<file path="src/rtl/abz_pkg.sv">
// abz_pkg: shared encodings for the A/B/Z quadrature position counter.
//   MODE_*   : count resolution select (x1 / x2 / x4; 2'b11 also decodes as x4)
//   z_mode_e : index pulse handling (off / load / capture / one-shot load)
//   state_e  : top-level sequencing (startup guard, run)
package abz_pkg;

    localparam logic [1:0] MODE_X1 = 2'b00;
    localparam logic [1:0] MODE_X2 = 2'b01;
    localparam logic [1:0] MODE_X4 = 2'b10;

    typedef enum logic [1:0] {
        ZM_OFF  = 2'b00,
        ZM_LOAD = 2'b01,
        ZM_CAPT = 2'b10,
        ZM_ONCE = 2'b11
    } z_mode_e;

    typedef enum logic {
        ST_STARTUP = 1'b0,
        ST_RUN     = 1'b1
    } state_e;

endpackage

</file>
<file path="src/rtl/abz_quad_counter_if.sv">
// abz_quad_counter_if: control/status bus between the quadrature counter and
// the position register bank.
//   slave  : the counter (consumes configuration, produces position/status)
//   master : the register bank side
interface abz_quad_counter_if #(
    parameter int CNT_W = 16,
    parameter int ERR_W = 8
);
    logic [1:0]       MODE;
    logic [1:0]       Z_MODE;
    logic             Z_ARM;
    logic             EN_INIT_IN;
    logic [CNT_W-1:0] INIT_COUNT;
    logic [CNT_W-1:0] POS_OFFSET;
    logic [CNT_W-1:0] CNT_MAX;
    logic             EN_OUTPUT_IN;
    logic             ERR_CLR;

    logic [CNT_W-1:0] CNT_OUT;
    logic [CNT_W-1:0] CNT_OUT_LATCH;
    logic [CNT_W-1:0] Z_CAPT;
    logic             Z_SEEN;
    logic             DIR_OUT;
    logic             READY;
    logic             ERR_STICKY;
    logic [ERR_W-1:0] ERR_CNT;

    modport slave (
        input  MODE, Z_MODE, Z_ARM, EN_INIT_IN, INIT_COUNT, POS_OFFSET,
               CNT_MAX, EN_OUTPUT_IN, ERR_CLR,
        output CNT_OUT, CNT_OUT_LATCH, Z_CAPT, Z_SEEN, DIR_OUT, READY,
               ERR_STICKY, ERR_CNT
    );

    modport master (
        output MODE, Z_MODE, Z_ARM, EN_INIT_IN, INIT_COUNT, POS_OFFSET,
               CNT_MAX, EN_OUTPUT_IN, ERR_CLR,
        input  CNT_OUT, CNT_OUT_LATCH, Z_CAPT, Z_SEEN, DIR_OUT, READY,
               ERR_STICKY, ERR_CNT
    );

endinterface

</file>
<file path="src/rtl/abz_glitch_filter.sv">
// abz_glitch_filter: synchroniser + run-length glitch filter for one encoder pin.
//   CLK, ARSTN : clock, synchronous active-low reset
//   pin        : asynchronous pin input
//   filt       : filtered level
//   rise, fall : 1-cycle flags, valid in the same cycle filt shows its new level
module abz_glitch_filter #(
    parameter int SYNC_STAGES = 2,
    parameter int FILT_LEN    = 4
) (
    input  logic CLK,
    input  logic ARSTN,
    input  logic pin,
    output logic filt,
    output logic rise,
    output logic fall
);
    localparam int RUN_W = $clog2(FILT_LEN + 1);

    logic [SYNC_STAGES-1:0] sync_q;
    logic [RUN_W-1:0]       run_q;
    logic                   synced;

    assign synced = sync_q[SYNC_STAGES-1];

    always_ff @(posedge CLK) begin
        if (!ARSTN) begin
            sync_q <= '0;
            run_q  <= '0;
            filt   <= 1'b0;
            rise   <= 1'b0;
            fall   <= 1'b0;
        end else begin
            sync_q <= {sync_q[SYNC_STAGES-2:0], pin};
            rise   <= 1'b0;
            fall   <= 1'b0;
            if (synced == filt) begin
                run_q <= '0;
            end else if (run_q == RUN_W'(FILT_LEN - 1)) begin
                // FILT_LEN-th disagreeing sample: accept the new level
                run_q <= '0;
                filt  <= synced;
                rise  <= synced;
                fall  <= ~synced;
            end else begin
                run_q <= run_q + RUN_W'(1);
            end
        end
    end

endmodule

</file>
<file path="src/rtl/abz_quad_counter.sv">
// abz_quad_counter: quadrature A/B/Z position counter.
//   CLK, ARSTN       : clock, synchronous active-low reset
//   A_IN, B_IN, Z_IN : asynchronous encoder pins
//   bus (slave)      : configuration in (MODE, Z_MODE, Z_ARM, EN_INIT_IN,
//                      INIT_COUNT, POS_OFFSET, CNT_MAX, EN_OUTPUT_IN, ERR_CLR),
//                      position/status out (CNT_OUT, CNT_OUT_LATCH, Z_CAPT,
//                      Z_SEEN, DIR_OUT, READY, ERR_STICKY, ERR_CNT)
// Each pin passes a synchroniser and glitch filter; step decode, wrap, Z handling,
// startup guard and error counting live here. Per-cycle priority is
// INIT edge > Z load > step; a losing step is dropped.
module abz_quad_counter
    import abz_pkg::*;
#(
    parameter int CNT_W       = 16,
    parameter int SYNC_STAGES = 2,
    parameter int FILT_LEN    = 4,
    parameter int ERR_W       = 8
) (
    input  logic              CLK,
    input  logic              ARSTN,
    input  logic              A_IN,
    input  logic              B_IN,
    input  logic              Z_IN,
    abz_quad_counter_if.slave bus
);
    localparam int SU_LEN = SYNC_STAGES + FILT_LEN + 1;
    localparam int SU_W   = $clog2(SU_LEN + 1);

    logic a_f, a_r, a_fl;
    logic b_f, b_r, b_fl;
    logic z_f, z_r, z_fl;

    abz_glitch_filter #(.SYNC_STAGES(SYNC_STAGES), .FILT_LEN(FILT_LEN)) u_filt_a (
        .CLK(CLK), .ARSTN(ARSTN), .pin(A_IN), .filt(a_f), .rise(a_r), .fall(a_fl));
    abz_glitch_filter #(.SYNC_STAGES(SYNC_STAGES), .FILT_LEN(FILT_LEN)) u_filt_b (
        .CLK(CLK), .ARSTN(ARSTN), .pin(B_IN), .filt(b_f), .rise(b_r), .fall(b_fl));
    abz_glitch_filter #(.SYNC_STAGES(SYNC_STAGES), .FILT_LEN(FILT_LEN)) u_filt_z (
        .CLK(CLK), .ARSTN(ARSTN), .pin(Z_IN), .filt(z_f), .rise(z_r), .fall(z_fl));

    // ---------------- startup guard FSM ----------------
    state_e           state_q, state_d;
    logic [SU_W-1:0]  su_cnt_q, su_cnt_d;
    logic             run;

    always_ff @(posedge CLK) begin
        if (!ARSTN) begin
            state_q  <= ST_STARTUP;
            su_cnt_q <= '0;
        end else begin
            state_q  <= state_d;
            su_cnt_q <= su_cnt_d;
        end
    end

    always_comb begin
        state_d  = state_q;
        su_cnt_d = su_cnt_q;
        case (state_q)
            ST_STARTUP: begin
                if (su_cnt_q == SU_W'(SU_LEN - 1)) state_d = ST_RUN;
                else                               su_cnt_d = su_cnt_q + SU_W'(1);
            end
            ST_RUN:  state_d = ST_RUN;
            default: state_d = ST_STARTUP;
        endcase
    end

    assign run = (state_q == ST_RUN);

    // ---------------- step decode ----------------
    // The previous filtered {A,B} is recovered from the edge flags: at most one
    // toggle per pin per cycle, so prev = cur ^ changed.
    logic a_chg, b_chg, illegal, legal, step_up, cnt_en, do_step;
    z_mode_e zm;

    assign a_chg   = a_r | a_fl;
    assign b_chg   = b_r | b_fl;
    assign illegal = run & a_chg & b_chg;
    assign legal   = run & (a_chg ^ b_chg);
    // On the up sequence 00->10->11->01, an A edge lands on A!=B and a B edge on A==B.
    assign step_up = a_chg ? (a_f ^ b_f) : ~(a_f ^ b_f);

    always_comb begin
        case (bus.MODE)
            MODE_X1: cnt_en = a_chg & ~b_f;
            MODE_X2: cnt_en = a_chg;
            default: cnt_en = 1'b1;
        endcase
    end

    assign do_step = legal & cnt_en;

    // ---------------- Z / INIT qualification ----------------
    logic [CNT_W-1:0] cnt_q, cnt_d, z_capt_q, latch_q;
    logic             dir_q, arm_q, en_init_q, z_seen_q;
    logic             qz, z_load, z_load_eff, init_edge;

    assign zm         = z_mode_e'(bus.Z_MODE);
    assign qz         = run & (dir_q ? z_r : z_fl) & (zm != ZM_OFF);
    assign z_load     = qz & ((zm == ZM_LOAD) | ((zm == ZM_ONCE) & (arm_q | bus.Z_ARM)));
    assign init_edge  = run & bus.EN_INIT_IN & ~en_init_q;
    assign z_load_eff = z_load & ~init_edge;

    always_comb begin
        cnt_d = cnt_q;
        if (init_edge)
            cnt_d = bus.INIT_COUNT;
        else if (z_load)
            cnt_d = bus.POS_OFFSET;
        else if (do_step) begin
            if (step_up) cnt_d = (cnt_q >= bus.CNT_MAX) ? '0 : cnt_q + CNT_W'(1);
            else         cnt_d = (cnt_q == '0) ? bus.CNT_MAX : cnt_q - CNT_W'(1);
        end
    end

    // ---------------- state registers ----------------
    logic             err_sticky_q;
    logic [ERR_W-1:0] err_cnt_q;

    always_ff @(posedge CLK) begin
        if (!ARSTN) begin
            cnt_q        <= '0;
            z_capt_q     <= '0;
            latch_q      <= '0;
            dir_q        <= 1'b0;
            arm_q        <= 1'b0;
            en_init_q    <= 1'b0;
            z_seen_q     <= 1'b0;
            err_sticky_q <= 1'b0;
            err_cnt_q    <= '0;
        end else begin
            // edge detector tracks during startup so a held-high level is not an edge later
            en_init_q <= bus.EN_INIT_IN;
            cnt_q     <= cnt_d;
            z_seen_q  <= qz;
            if (qz)               z_capt_q <= cnt_q;
            if (legal)            dir_q    <= step_up;
            if (bus.EN_OUTPUT_IN) latch_q  <= cnt_q;

            if (run) begin
                if (z_load_eff && zm == ZM_ONCE) arm_q <= 1'b0;
                else if (bus.Z_ARM)              arm_q <= 1'b1;
            end

            // a fresh illegal transition beats a same-cycle clear
            if (illegal) begin
                err_sticky_q <= 1'b1;
                if (bus.ERR_CLR)         err_cnt_q <= ERR_W'(1);
                else if (err_cnt_q != '1) err_cnt_q <= err_cnt_q + ERR_W'(1);
            end else if (bus.ERR_CLR) begin
                err_sticky_q <= 1'b0;
                err_cnt_q    <= '0;
            end
        end
    end

    assign bus.CNT_OUT       = cnt_q;
    assign bus.CNT_OUT_LATCH = latch_q;
    assign bus.Z_CAPT        = z_capt_q;
    assign bus.Z_SEEN        = z_seen_q;
    assign bus.DIR_OUT       = dir_q;
    assign bus.READY         = run;
    assign bus.ERR_STICKY    = err_sticky_q;
    assign bus.ERR_CNT       = err_cnt_q;

endmodule

</file>
<file path="src/flat_wrapper.sv">
// flat-port wrapper written by rule: the top's interface ports become plain ports
module abz_quad_counter_flat import abz_pkg::*;
#(
    parameter int CNT_W       = 16,
    parameter int SYNC_STAGES = 2,
    parameter int FILT_LEN    = 4,
    parameter int ERR_W       = 8
)
  (CLK, ARSTN, A_IN, B_IN, Z_IN, bus_MODE, bus_Z_MODE, bus_Z_ARM, bus_EN_INIT_IN, bus_INIT_COUNT, bus_POS_OFFSET, bus_CNT_MAX, bus_EN_OUTPUT_IN, bus_ERR_CLR, bus_CNT_OUT, bus_CNT_OUT_LATCH, bus_Z_CAPT, bus_Z_SEEN, bus_DIR_OUT, bus_READY, bus_ERR_STICKY, bus_ERR_CNT);
  abz_quad_counter_if #(.CNT_W(CNT_W), .ERR_W(ERR_W)) bus_i ();
  input  logic CLK;
  input  logic ARSTN;
  input  logic A_IN;
  input  logic B_IN;
  input  logic Z_IN;
  input wire logic [$bits(bus_i.MODE)-1:0] bus_MODE;
  input wire logic [$bits(bus_i.Z_MODE)-1:0] bus_Z_MODE;
  input wire logic [$bits(bus_i.Z_ARM)-1:0] bus_Z_ARM;
  input wire logic [$bits(bus_i.EN_INIT_IN)-1:0] bus_EN_INIT_IN;
  input wire logic [$bits(bus_i.INIT_COUNT)-1:0] bus_INIT_COUNT;
  input wire logic [$bits(bus_i.POS_OFFSET)-1:0] bus_POS_OFFSET;
  input wire logic [$bits(bus_i.CNT_MAX)-1:0] bus_CNT_MAX;
  input wire logic [$bits(bus_i.EN_OUTPUT_IN)-1:0] bus_EN_OUTPUT_IN;
  input wire logic [$bits(bus_i.ERR_CLR)-1:0] bus_ERR_CLR;
  output wire logic [$bits(bus_i.CNT_OUT)-1:0] bus_CNT_OUT;
  output wire logic [$bits(bus_i.CNT_OUT_LATCH)-1:0] bus_CNT_OUT_LATCH;
  output wire logic [$bits(bus_i.Z_CAPT)-1:0] bus_Z_CAPT;
  output wire logic [$bits(bus_i.Z_SEEN)-1:0] bus_Z_SEEN;
  output wire logic [$bits(bus_i.DIR_OUT)-1:0] bus_DIR_OUT;
  output wire logic [$bits(bus_i.READY)-1:0] bus_READY;
  output wire logic [$bits(bus_i.ERR_STICKY)-1:0] bus_ERR_STICKY;
  output wire logic [$bits(bus_i.ERR_CNT)-1:0] bus_ERR_CNT;
  assign bus_i.MODE = bus_MODE;
  assign bus_i.Z_MODE = bus_Z_MODE;
  assign bus_i.Z_ARM = bus_Z_ARM;
  assign bus_i.EN_INIT_IN = bus_EN_INIT_IN;
  assign bus_i.INIT_COUNT = bus_INIT_COUNT;
  assign bus_i.POS_OFFSET = bus_POS_OFFSET;
  assign bus_i.CNT_MAX = bus_CNT_MAX;
  assign bus_i.EN_OUTPUT_IN = bus_EN_OUTPUT_IN;
  assign bus_i.ERR_CLR = bus_ERR_CLR;
  assign bus_CNT_OUT = bus_i.CNT_OUT;
  assign bus_CNT_OUT_LATCH = bus_i.CNT_OUT_LATCH;
  assign bus_Z_CAPT = bus_i.Z_CAPT;
  assign bus_Z_SEEN = bus_i.Z_SEEN;
  assign bus_DIR_OUT = bus_i.DIR_OUT;
  assign bus_READY = bus_i.READY;
  assign bus_ERR_STICKY = bus_i.ERR_STICKY;
  assign bus_ERR_CNT = bus_i.ERR_CNT;
  abz_quad_counter #(.CNT_W(CNT_W), .SYNC_STAGES(SYNC_STAGES), .FILT_LEN(FILT_LEN), .ERR_W(ERR_W)) u_core (.CLK(CLK), .ARSTN(ARSTN), .A_IN(A_IN), .B_IN(B_IN), .Z_IN(Z_IN), .bus(bus_i));
endmodule
</file>
<file path="config.mk">
export PLATFORM = sky130hd
export DESIGN_NAME = abz_quad_counter_flat
export DESIGN_NICKNAME = d
export VERILOG_FILES = /design/src/rtl/abz_pkg.sv /design/src/rtl/abz_quad_counter_if.sv /design/src/rtl/abz_glitch_filter.sv /design/src/rtl/abz_quad_counter.sv /design/src/flat_wrapper.sv
export SDC_FILE = /design/constraint.sdc
export NUM_CORES = 1
export LEC_CHECK = 0
export BUFFER_PORTS_ARGS = -buffer_cell sky130_fd_sc_hd__buf_4
export CAP_MARGIN = 10
export CORE_MARGIN = 5
export CORE_UTILIZATION = 39
export CTS_CLUSTER_DIAMETER = 40
export DETAILED_ROUTE_END_ITERATION = 6
export HOLD_SLACK_MARGIN = 0.05
export SYNTH_ARGS = -nofsm -noshare
export SYNTH_HDL_FRONTEND = slang
export SYNTH_SLANG_ARGS = --single-unit
</file>
<file path="constraint.sdc">
create_clock -name CLK -period 2.7 [get_ports CLK]
set_clock_uncertainty 0.2 [all_clocks]
set_input_delay 0.135 -clock CLK [delete_from_list [all_inputs] [get_ports CLK]]
set_output_delay 0.135 -clock CLK [all_outputs]
set_load 0.05 [all_outputs]
</file>
; ---- Yosys cells after proc, flatten, opt, wreduce, memory -nomap -nowiden
; Index checks and enable logic that the tools add are counted.
[totals]
ff_bits = 89
inputBits = 61
out_inout_bits = 60
[op_classes]
add_sub_neg = 7
n_lt_le_gt_ge = 1
n_eq_ne = 11
mux = 19
n_bitwise = 34
n_reduce_logical = 20
[op_table]
columns = cell, count
row1 = $mux W16, 6
row2 = $mux W8, 4
row3 = $reduce_or A3 Y1, 6
row4 = $add A16 B1 Y16 const B, 1
row5 = $ge A16 B16 Y1, 1
row6 = $logic_not A16 Y1, 1
row7 = $not A1 Y1, 16
row8 = $sub A16 B1 Y16 const B, 1
row9 = $add A3 B1 Y3 const B, 4
row10 = $and A1 B1 Y1, 12
row11 = $reduce_and A2 Y1, 6
row12 = $eq A3 B2 Y1 const B, 3
row13 = $add A8 B1 Y8 const B, 1
row14 = $ne A8 B8 Y1 const B, 1
row15 = $reduce_bool A2 Y1, 4
row16 = $mux W1, 7
row17 = $eq A2 B1 Y1 const B, 2
row18 = $or A1 B1 Y1, 4
row19 = $pmux W1 S2, 2
row20 = $eq A1 B1 Y1, 3
row21 = $eq A3 B3 Y1 const B, 1
row22 = $reduce_bool A3 Y1, 1
row23 = $eq A2 B2 Y1 const B, 1
row24 = $logic_not A2 Y1, 1
row25 = other kinds (2), 3

; ---- Depth between registers and ports, before layout
[depth]
ltp_word = 8
mapped_depth = 10
mapped_depth_nobuf = 8

; ---- Modules after synthesis
; Synthesis repeated with hierarchy kept, for this count alone.
[unflattened]
hier_cells = 574
area_unflattened_um2 = 4911.0
[modules_own_cells]
columns = mod, n_inst, cells_each, area_per_inst_um2, seq_area_each_um2
row1 = abz_quad_counter, 1, 508, 4085.2, 1301.2
row2 = abz_glitch_filter, 3, 22, 275.3, 160.2

; ---- Worst setup path after synthesis
; OpenSTA, ideal clock, no wires.
[synth_timing]
path_kind = register to register
start = register u_core.cnt_q[0], in the netlist u_core.bus.CNT_OUT[0]
end = register u_core.cnt_q[15], in the netlist u_core.bus.CNT_OUT[15]
setup_time_ps = 86
arrival_time_ps = 2532
t_required_ps = 2414
slack_ps = -118
path_stages_with_launch = 10
path_cell_list = dfxtp_1 buf_6 inv_1 ha_1 o211ai_1 a211oi_1 o31ai_2 clkbuf_1 nand3_1 a211oi_1
[synth_via]
elab_chain_len = 6
[synth_lines]
columns = item, line
row1 = "start, declared", abz_quad_counter.sv:94  ; logic [CNT_W-1:0] cnt_q, cnt_d, z_capt_q, latch_q;
row2 = "start signal, assigned", abz_quad_counter.sv:134  ; cnt_q <= cnt_d;
row3 = "$sub A16 B1 Y16, or another cell as far along", abz_quad_counter.sv:112  ; else cnt_d = (cnt_q == '0) ? bus.CNT_MAX : cnt_q - CNT_W'(1);
row4 = $mux W16 (on tied branches), "abz_quad_counter.sv:112, abz_quad_counter.sv:111"
row5 = $mux W16 *, abz_quad_counter.sv:111  ; if (step_up) cnt_d = (cnt_q >= bus.CNT_MAX) ? '0 : cnt_q + CNT_W'(1);
row6 = $mux W16 *, abz_quad_counter.sv:110  ; else if (do_step) begin
row7 = $mux W16 *, abz_quad_counter.sv:108  ; else if (z_load)
row8 = $mux W16 *, abz_quad_counter.sv:106  ; if (init_edge)
; Every way passes the cells marked *; elsewhere a longest branch is shown, timed or not. The select of a mux whose other input is x is not followed.
; A chain may end at the register's enable or synchronous reset.

; ---- Worst setup path after layout
[layout_timing]
start = input port bus_Z_MODE[1]
end = register u_core.cnt_q[13], in the netlist u_core.bus.CNT_OUT[13]
[layout_via]
elab_chain_len = 6
[layout_lines]
columns = item, line
row1 = "start, declared", flat_wrapper.sv:17  ; input wire logic [$bits(bus_i.Z_MODE)-1:0] bus_Z_MODE;
row2 = $eq A2 B2 Y1, abz_quad_counter.sv:100  ; assign z_load = qz & ((zm == ZM_LOAD) | ((zm == ZM_ONCE) & (arm_q | bus.Z_ARM)));
row3 = $and A1 B1 Y1, abz_quad_counter.sv:100
row4 = $or A1 B1 Y1, abz_quad_counter.sv:100
row5 = $and A1 B1 Y1 *, abz_quad_counter.sv:100
row6 = $mux W16, abz_quad_counter.sv:108
row7 = $mux W16, abz_quad_counter.sv:106
; Every way passes the cells marked *; elsewhere a longest branch is shown, timed or not.

==> results_dict.tcl <==
set metrics [dict create \
    status "completed" \
    netlist_area_mm2 0.00500 \
    synthArstFlopShare_pct 0 \
    die_y_um 123 \
    critPathKind "input port to register" \
    numCtsBuffers 9 \
    clk_pin_slew_worst_paths_ns 0.07 \
    syn_area_per_cell_um2 8.59 \
    fin_crit_sh_pct 96.4 \
    ios 121 \
    p_total_w 0.00296 \
    powerDensity_mw_per_mm2 431 \
    rsz0062_at_grt "no" \
    ys_ff_latch 89 \
    grt_use_total_pct 21.7 \
    setup_tns_ns 0 \
    first_pass_iters 5 \
    min_to "u_core.bus.CNT_OUT[1]" \
    synth_area_leader_cell "dfxtp_1" \
    hp-class "input port to register" \
    dieWidth_um 123 \
    synthFlopType "dfxtp_1" \
    finalNetCount 830 \
    tritoncts "yes" \
    h-tree-depth 3 \
    worstPathArrival_ns 2.66 \
    port_buffers 120 \
    drt_iter0_markers 283 \
    grt_remaining_overflow 0 \
    timing.rr.start "u_core.bus.CNT_OUT[6]" \
    synthDistinctLibCells 59 \
    syn2layout_area_growth_pct 37.1 \
    drc 0 \
    ir_worst_vdd_mv 0.387 \
    end_kind "register" \
    drt_wl_total_um 16400 \
    slew_headroom_pct 53.9 \
    yosysMostFrequentCell "dfxtp_1" \
    slew_viol_final 0 \
    grt_first_pass_wirelength_um 25600 \
    dpl.hpwl_um 12300 \
    yosysSeqAreaShare_pct 35.7 \
    cts_max_path_buffers 2 \
    whs_path_depth 4 \
    syn-num-nets 671 \
    power_leakage_nw 3.00 \
    synth_edf_count 0 \
    coreArea_mm2 0.0126 \
    final_hold_viol_count 0 \
    finalSetupViolCount 0 \
    rows 41 \
    worstMarginPinSlew_ns 0.690 \
    wl_per_cell_um 17.9 \
    reg2reg_setup_slack_ns 0.19 \
    synth_top_area_share_pct 35.7 \
    layout_min_cycle_time_ns 2.60 \
    netlist_top_cells_area "dfxtp_1, mux2i_1, ha_1" \
    fmax_mhz 384 \
    antenna_found_initial 0 \
    synth_common_cells "dfxtp_1, nor2_1, mux2i_1" \
    clock_latency_ns 0.34 \
    start_util_pct 39.8 \
    cts.sinks 89 \
    vias 4967 \
    cp-start-kind "input port" \
    hold_path_startpoint "bus_POS_OFFSET[1]" \
    cp.required_ns 2.76 \
    grt_max_degree 29 \
    worstPathMaxFanout 10 \
    grt_pass1_vias 4963 \
    dieArea_mm2 0.0152 \
    via_per_inst 5.41 \
    cts-root-buf "clkbuf_16" \
    r2r-end "u_core.bus.CNT_OUT[13]" \
    filler_cell_count 1167 \
    drv_cap 0 \
    syn_inst 582 \
    drive_gt1_share_pct 25.3 \
    worst-r2r-cell-count 6 \
    n_antenna_cell 0 \
    ant_nets 0 \
    gp_congestion 0.885 \
    yosysWarnings 0 \
]
==> sequential cells by signal (all words and copies together) (netlist names), 2 cells and up <==
signal,cells
u_core.u_filt_z.sync_q,2
u_core.su_cnt_q,3
u_core.u_filt_b.run_q,3
u_core.bus.CNT_OUT,16
u_core.u_filt_a.sync_q,2
u_core.u_filt_z.run_q,3
u_core.bus.Z_CAPT,16
u_core.u_filt_a.run_q,3
u_core.bus.CNT_OUT_LATCH,16
u_core.u_filt_b.sync_q,2
u_core.bus.ERR_CNT,8
==> cell usage in the layout (no fill, tap or decap), drive strengths merged, types with 3 or more instances in the layout <==
cell type,count
a221oi,3
a21o,3
and3,8
nand4,12
o221a,5
o31ai,6
inv,36
nor2,75
nand3b,3
o21ai,24
o221ai,6
xnor2,23
dfxtp,89
xor2,10
o211ai,7
and2,7
nor4,5
a31o,3
a211oi,10
dlygate4sd3,36
a21oi,18
a311oi,3
buf,150
nand2,29
and4,5
clkbuf,10
or3,9
mux2,3
nor3b,6
nand3,19
ha,28
mux2i,38
nor3,14
a31oi,10
o21a,3
==> layer usage <==
metal	wire length [um]	track usage, %	vias up
met5	0	0	-
li1	-	-	2417
met4	482	8.79	0
met3	1270	4.48	35
met1	7000	27.6	2318
met2	7690	35.9	197
==> critical path, stage by stage <==
cell,delay [ns]
dlygate4sd3_1,0.53
buf_4,0.11
or3b_1,0.38
and4_1,0.25
nand2_1,0.10
buf_4,0.20
o221ai_1,0.14
dlygate4sd3_1,0.59
a211oi_1,0.22
==> per-stage QoR <==
| stage | hold slack (ns) | cells | worst slack [ns] | utilization [%] | area (um2) |
|---|---|---|---|---|---|
| finish | 0.0602 | 918 | 0.0975 | 54.5 | 6850 |
| global route | 0.0894 | 918 | 0.0297 | 54.5 | 6850 |
| CTS | 0.0531 | 918 | 0.0802 | 54.4 | 6840 |
| detailed placement | 0.148 | 866 | 0.0946 | 49.1 | 6170 |
| global placement | 0.146 | 866 | 0.112 | 49.1 | 6170 |
| floorplan | 0.0511 | 582 | 0.0113 | - | 5000 |
==> area by class of cell <==
type | instances | area, um2 | share of cell area [%]
clock inverter | 6 | 72.6 | 1.06
tap | 172 | 215 | 3.14
clock buffer | 10 | 239 | 3.49
sequential | 89 | 1780 | 26.0
multi-input combinational | 422 | 2930 | 42.8
timing repair buffer | 186 | 1490 | 21.7
inverter | 33 | 124 | 1.81
==> logic make-up (layout without fill, tap and decap cells) <==
| logic type | count (synthesis) | after routing | share of synthesized area, % |
|---|---|---|---|
| AO/OA/AOI/OAI | 115 | 115 | 16.5 |
| XOR/XNOR | 33 | 33 | 5.78 |
| adder cells (fa/ha/maj) | 28 | 28 | 7.01 |
| buffers and inverters | 71 | 235 | 5.91 |
| flip-flops | 89 | 89 | 35.7 |
| multiplexers | 41 | 41 | 8.29 |
| AND/OR/NAND/NOR | 205 | 205 | 20.9 |
==> worst max-delay path by stage <==
stage                                        end                  start  depth (start not counted)  slack, ns
after floorplan           u_core.bus.CNT_OUT[15]  u_core.bus.CNT_OUT[2]                          7       0.01
after global placement     u_core.bus.CNT_OUT[1]  u_core.bus.CNT_OUT[8]                          8       0.11
after detailed placement   u_core.bus.CNT_OUT[1]  u_core.bus.CNT_OUT[8]                          8       0.09
after CTS                  u_core.bus.CNT_OUT[1]  u_core.bus.CNT_OUT[8]                          8       0.08
after global routing      u_core.bus.CNT_OUT[12]          bus_Z_MODE[1]                          9       0.03
final                     u_core.bus.CNT_OUT[13]          bus_Z_MODE[1]                          9        0.1
==> what timing repair did <==
action	4_1_cts	5_1_grt
buffers inserted	0	0
hold buffers	36	0
endpoints found under the setup margin	0	2
gates resized for setup	0	2
endpoints found under the hold margin	33	0
==> power breakdown <==
group          leakage (nW)  total [W]  internal, W  switching (W)
Sequential            0.720    0.00134      0.00133      0.0000161
Combinational          2.12   0.000304     0.000158       0.000145
Clock                 0.155    0.00131     0.000756       0.000552
No activity file was read; power rests on OpenSTA's default activity.
